===== src/rtl/conv_layer_input_scheduler.sv =====
`default_nettype none
// ============================================================================
// Module : conv_layer_input_scheduler
// Walks the input ROM row-major, fills the K-row pixel cache and releases one
// output row of convolution windows at a time through a ready/ack handshake.
// Rev    : 1.0
// ============================================================================
module conv_layer_input_scheduler #(
  parameter int IMG_W  = 8,
  parameter int IMG_H  = 8,
  parameter int K      = 3,
  parameter int ADDR_W = 6,
  parameter int COL_W  = 3,
  parameter int ROW_W  = 3
) (
  input  logic              clk,
  input  logic              rst,
  input  logic              start,
  input  logic              stall,
  input  logic              row_ack,
  output logic [ADDR_W-1:0] rom_addr,
  output logic              cache_wr,
  output logic [COL_W-1:0]  cache_col,
  output logic              row_ready,
  output logic [ROW_W-1:0]  out_row,
  output logic              busy,
  output logic              done,
  output logic [2:0]        current_state
);

  localparam logic [2:0] c_st_idle    = 3'd0;
  localparam logic [2:0] c_st_preload = 3'd1;
  localparam logic [2:0] c_st_ready   = 3'd2;
  localparam logic [2:0] c_st_load    = 3'd3;
  localparam logic [2:0] c_st_done    = 3'd4;

  localparam logic [ADDR_W-1:0] c_preload_last = ADDR_W'(K * IMG_W - 1);
  localparam logic [ADDR_W-1:0] c_last_addr    = ADDR_W'(IMG_W * IMG_H - 1);
  localparam logic [COL_W-1:0]  c_last_col     = COL_W'(IMG_W - 1);
  localparam logic [ROW_W-1:0]  c_last_row     = ROW_W'(IMG_H - K);

  logic [2:0]        state_q, state_d;
  logic [ADDR_W-1:0] rom_addr_q, rom_addr_d;
  logic [COL_W-1:0]  col_q, col_d;
  logic [ROW_W-1:0]  row_q, row_d;
  logic              fetch_last;

  always_comb begin
    state_d    = state_q;
    rom_addr_d = rom_addr_q;
    col_d      = col_q;
    row_d      = row_q;
    fetch_last = 1'b0;
    case (state_q)
      c_st_idle: begin
        rom_addr_d = '0;
        col_d      = '0;
        row_d      = '0;
        if (start) state_d = c_st_preload;
      end
      c_st_preload, c_st_load: begin
        if (!stall) begin
          // The address saturates so the final write of a frame leaves it at the last pixel.
          rom_addr_d = (rom_addr_q == c_last_addr) ? rom_addr_q : rom_addr_q + ADDR_W'(1);
          col_d      = (col_q == c_last_col) ? '0 : col_q + COL_W'(1);
          fetch_last = (state_q == c_st_preload) ? (rom_addr_q == c_preload_last)
                                                 : (col_q == c_last_col);
          if (fetch_last) state_d = c_st_ready;
        end
      end
      c_st_ready: begin
        if (row_ack) begin
          if (row_q == c_last_row) begin
            state_d = c_st_done;
          end else begin
            row_d   = row_q + ROW_W'(1);
            state_d = c_st_load;
          end
        end
      end
      default: begin
        // Covers DONE and the unused codes: clear the walk and return to IDLE.
        rom_addr_d = '0;
        col_d      = '0;
        row_d      = '0;
        state_d    = c_st_idle;
      end
    endcase
  end

  always_ff @(posedge clk) begin
    if (rst) begin
      state_q    <= c_st_idle;
      rom_addr_q <= '0;
      col_q      <= '0;
      row_q      <= '0;
    end else begin
      state_q    <= state_d;
      rom_addr_q <= rom_addr_d;
      col_q      <= col_d;
      row_q      <= row_d;
    end
  end

  assign cache_wr      = ((state_q == c_st_preload) || (state_q == c_st_load)) && !stall;
  assign row_ready     = (state_q == c_st_ready);
  assign busy          = (state_q != c_st_idle);
  assign done          = (state_q == c_st_done);
  assign rom_addr      = rom_addr_q;
  assign cache_col     = col_q;
  assign out_row       = row_q;
  assign current_state = state_q;

endmodule
`default_nettype wire


===== config.mk =====
export PLATFORM = sky130hd
export DESIGN_NAME = conv_layer_input_scheduler
export DESIGN_NICKNAME = d
export VERILOG_FILES = /design/src/rtl/conv_layer_input_scheduler.sv
export SDC_FILE = /design/constraint.sdc
export NUM_CORES = 1
export LEC_CHECK = 0
export CORE_MARGIN = 2
export CORE_UTILIZATION = 35
export DETAILED_ROUTE_END_ITERATION = 10
export GPL_ROUTABILITY_DRIVEN = 0
export PLACE_DENSITY = 0.65
export SYNTH_ARGS = -nofsm -noshare
export SYNTH_HDL_FRONTEND = slang
export SYNTH_SLANG_ARGS = --single-unit

===== constraint.sdc =====
create_clock -name clk -period 4.7 [get_ports clk]
set_input_delay 0.47 -clock clk [delete_from_list [all_inputs] [get_ports clk]]
set_output_delay 0.47 -clock clk [all_outputs]
set_load 0.02 [all_outputs]

# Word-level counts from Yosys, hierarchy flattened
# Cells that the tools add are included.
[word_totals]
reg_bits = 15
in_bits = 5
out_inout_bits = 19
elab_cells = 49
[classes]
addsub = 3
n_eq_ne = 14
n_mux = 16
bitwise = 2
reduce_logical = 10
[op_table]
columns = ["op", "n"]
rows = [
  ["$mux W3", 9],
  ["$mux W6", 2],
  ["$ne A2 B2 Y1 const B", 6],
  ["$pmux W3 S2", 2],
  ["$pmux W6 S2", 1],
  ["$eq A3 B3 Y1 const B", 3],
  ["$pmux W3 S3", 1],
  ["$add A3 B1 Y3 const B", 2],
  ["$add A6 B1 Y6 const B", 1],
  ["$eq A3 B2 Y1 const B", 2],
  ["$eq A6 B5 Y1 const B", 1],
  ["$eq A6 B6 Y1 const B", 1],
  ["$reduce_and A3 Y1", 2],
  ["$reduce_and A4 Y1", 1],
  ["$eq A3 B1 Y1 const B", 1],
  ["$logic_not A3 Y1", 1],
  ["$reduce_bool A3 Y1", 1],
  ["$not A1 Y1", 2],
  ["$reduce_and A2 Y1", 1],
  ["$reduce_or A2 Y1", 1],
  ["$logic_and A1 B1 Y1", 1],
  ["$logic_not A1 Y1", 1],
  ["$logic_or A1 B1 Y1", 1],
  ["$mux W1", 1],
]

# Longest topological paths before layout
[depth]
depth_word = 5
ltp_mapped = 6

# Worst setup path before layout
# No wires, ideal clock.
[synth_timing]
path_kind = "reg-to-reg"
startpoint = "register rom_addr_q[0], in the netlist rom_addr[0]"
endpoint = "register rom_addr_q[5], in the netlist rom_addr[5]"
arrival_ns = 1.683
setup_slack_ns = 2.947
path_stages_with_launch = 7
path_buffers = 1
period_less_slack_ns = 1.753
cell_sequence = "dfxtp_1 ha_1 and2_2 and3_4 buf_6 or4_1 a21oi_1"
[synth_between]
elab_chain_cells = 4
elab_cells_between_ends = 7
classes_between = "add/sub (1); eq/ne (2); mux (3); reduce/logical (1)"
[synth_rtl]
columns = ["element", "line", "source"]
rows = [
  ["start, declared", "43", "logic [ADDR_W-1:0] rom_addr_q, rom_addr_d;"],
  ["start signal, assigned", "99", "rom_addr_q <= rom_addr_d;"],
  ["$add A6 B1 Y6", "64", "rom_addr_d = (rom_addr_q == c_last_addr) ? rom_addr_q : rom_addr_q + ADDR_W'(1);"],
  ["$mux W6", "64", ""],
  ["$mux W6", "62", "if (!stall) begin"],
  ["$pmux W6 S2", "54", "case (state_q)"],
]
# Several ways; a longest one is shown, not always the timed one. The select of a mux whose other input is x is not followed.
# A chain may end at the register's enable or synchronous reset.

# Final worst setup path
[layout_timing]
startpoint = "register state_q[2], in the netlist current_state[2]"
endpoint = "output cache_wr"
[layout_between]
elab_chain_cells = 3
elab_cells_between_ends = 4
classes_between = "eq/ne (2); reduce/logical (2)"
[layout_rtl]
columns = ["element", "line", "source"]
rows = [
  ["start, declared", "42", "logic [2:0] state_q, state_d;"],
  ["start signal, assigned", "93", "state_q <= c_st_idle;"],
  ["start signal, assigned", "98", "state_q <= state_d;"],
  ["$eq A3 B1 Y1 / $eq A3 B2 Y1 (equally long branches)", "105", "assign cache_wr = ((state_q == c_st_preload) || (state_q == c_st_load)) && !stall;"],
  ["$logic_or A1 B1 Y1 *", "105", ""],
  ["$logic_and A1 B1 Y1 *", "105", ""],
  ["end, declared", "22", "output logic cache_wr,"],
]
# Every way passes the cells marked *; elsewhere a longest branch is shown, timed or not.

==> flow_summary_export.csv <==
group,metric,value,unit
status,status,"complete, no violations",
sta,fin_tns_setup,0,ns
sta,tightest_slew,1.01,ns
sta,finClkSkew,0.00232,ns
cts,hold_buffers,0,
cts,clockBufferDepth,2,
min_path,hold_depth,2,
route,vias_per_cell,5.25,
sta,rsz0062_at_grt,"no",
cts,clk_pin_slew,0.09,ns
sta,slew_headroom,0.326,
route,drt_drc_violations_left,0,
floorplanning,pin_count,24,
global_route,grt_pass1_wl,3170,µm
min_path,worstHoldStart,"out_row[1]",
global_route,grt_max_degree,17,
placement,hpwl,1410,µm
synth,synth_top_cell_by_area,"dfxtp_1",
synth,yosys.cell_types.count,37,
floorplanning,die_width,54.0,µm
finish,fin_nets,136,
cts,cts_resized,0,
critical_path,r2r_setup_slack,2.81,ns
global_route,grt_antenna_before_repair,0,
global_route,grt_pass1_vias,708,
finish,drive_above_1_share,0.0720,
synth,ys.warnings.count,0,
sta,fmax,421,MHz
cts,cts.repair_timing.setup_buffer_count,0,
synth,yosysSeqAreaShare,0.344,
power,powerDensity,280,nW/µm²
route,wl_per_cell,12.3,µm
sta,setup_viol,0,
route,first_pass_iters,4,
synth,synth-async-reset-ratio,0,
synth,synth_most_common_cell,"dfxtp_1",
min_path,whs_endpoint,"out_row[1]",
synth,synth_flop_cell,"dfxtp_1",
critical_path,slowest_delay,0.67,ns
synth,synth_top_area_share,0.344,
finish,n_fill_cell,249,
sta,final_max_slew_viol_count,0,
synth,synth_cells,105,
global_route,overflow,0,
finish,area_growth_syn_to_layout,28.2,%
floorplanning,die-height,54.0,µm
cts,cts_buffers,3,
floorplanning,dieArea,2910,µm²
finish,final_cell_area,1120,µm²
floorplanning,core,2410,µm²
critical_path,rr_endpoint,"rom_addr[1]",
critical_path,crit_fanout,11,
power,p_leak,0.407,nW
critical_path,rr_startpoint,"current_state[1]",
finish,diodes,0,
synth,synth_edf_count,0,
cts,insertion_delay,0.28,ns
critical_path,arrival,1.90,ns
global_route,grtUsageTotal,0.150,
synth,synth_area_leaders,"dfxtp_1, ha_1, a21oi_1, or3_1, nand2_1",
cts,cts_max_level,1,
power,ir_worst_vdd,0.156,mV
placement,portBuffers,23,
floorplanning,rows,18,
critical_path,startpoint_type,"flip-flop",
min_path,hold_path_class,"reg2reg",
sta,fin_crit,2.37,ns
synth,synth-seq-cells,15,
synth,syn_avg_cell_area,8.32,µm²
route,drtIter0Drc,16,
synth,syn_area,873,µm²
synth,syn_nets,115,
critical_path,r2r_cells,4,
route,vias,814,
sta,hold_violations,0,
critical_path,endpoint_kind,"output pin",
cts,cts_sinks,15,
placement,postPlaceCellArea,1090,µm²
route,wl,1900,µm
sta,post-route-period-util,0.505,
synth,yosys-top-cells-count,"dfxtp_1, a21oi_1, nand2_1, nor2_1, or3_1",
critical_path,crit_path_top_delay_cell,"clkdlybuf4s50_1",
critical_path,path_cells,"nand2b_1 -> nor2_1 -> clkdlybuf4s50_1",
floorplanning,initial_core_util,0.362,
flow_run,maxCapViolations,0,
route,antenna_left,0,
critical_path,required,4.23,ns
cts,cts_root_buf,"clkbuf_4",
cts,tritoncts,"done",
power,power,314,µW
critical_path,worstSetupPathType,"reg2out",
==> metrics by stage <==
stage	setup WS, ns	hold slack, ns	util	instances
2_1_floorplan	2.95	0.554	-	105
3_3_place_gp	2.39	0.475	0.454	151
3_5_place_dp	2.32	0.479	0.454	151
4_1_cts	2.31	0.492	0.465	155
5_1_grt	2.16	0.511	0.465	155
6_report	2.33	0.498	0.465	155
==> flip-flops by register name, indices dropped and copies added (netlist names) <==
register / cells
rom_addr: 6
cache_col: 3
current_state: 3
out_row: 3
==> worst max-delay path by stage <==
| stage | from | end | slack [ns] | depth (start not counted) |
|---|---|---|---|---|
| 6_report | current_state[2] | cache_wr | 2.33 | 3 |
| 3_3_place_gp | stall | cache_wr | 2.39 | 3 |
| 5_1_grt | current_state[0] | cache_wr | 2.16 | 3 |
| 2_1_floorplan | rom_addr[0] | rom_addr[5] | 2.95 | 6 |
| 4_1_cts | current_state[2] | cache_wr | 2.31 | 3 |
| 3_5_place_dp | stall | rom_addr[1] | 2.32 | 5 |
==> power by group <==
group / total (mW) / switching [mW] / internal [mW]
clock network: 0.0746 / 0.0417 / 0.0329
registers: 0.147 / 0.0124 / 0.135
logic: 0.0922 / 0.0501 / 0.0422
==> cells in the final DEF, fill, tap and decap left out, drive strengths merged, types with 2 or more instances in the layout <==
cell type,n
o31ai,3
o21ai,4
clkbuf,4
ha,5
and3,2
a21oi,11
nand2b,2
and2,2
dfxtp,15
or3,6
clkdlybuf4s50,23
a22oi,2
nor2b,4
nor2,7
nand2,9
inv,5
nand3,3
or4,4
==> cells by family (layout without fill, tap and decap cells) <==
logic type                 count (synthesis)  after routing  share of synthesized area
and+or+nand+nor                           44             44                      0.294
AOI/OAI and AO/OA                         28             28                      0.205
DFF                                       15             15                      0.344
buffers and inverters                     12             32                     0.0759
adders and majority gates                  5              5                     0.0716
xor gates and xnor gates                   1              1                     0.0100
==> final cells by class <==
class | instances | area [µm²] | area share
Tap cell | 30 | 37.5 | 0.0335
Sequential cell | 15 | 300 | 0.268
Clock buffer | 4 | 26.3 | 0.0235
Inverter | 5 | 18.8 | 0.0168
Multi-Input combinational cell | 78 | 507 | 0.453
Timing Repair Buffer | 23 | 230 | 0.206
==> routing by layer <==
layer	wire length (µm)	vias to the layer above	global-route usage
li1	-	416	-
met1	962	378	0.217
met2	834	16	0.207
met3	70	4	0.0278
met4	34	0	0.0812
met5	0	-	0
==> critical path: cells and delay by family (launching register included) <==
kind / cells / cell delay, ns
buf+inv: 1 / 0.67
flops: 1 / 0.43
simple gates: 2 / 0.52
(Power assumes the default switching activity.)
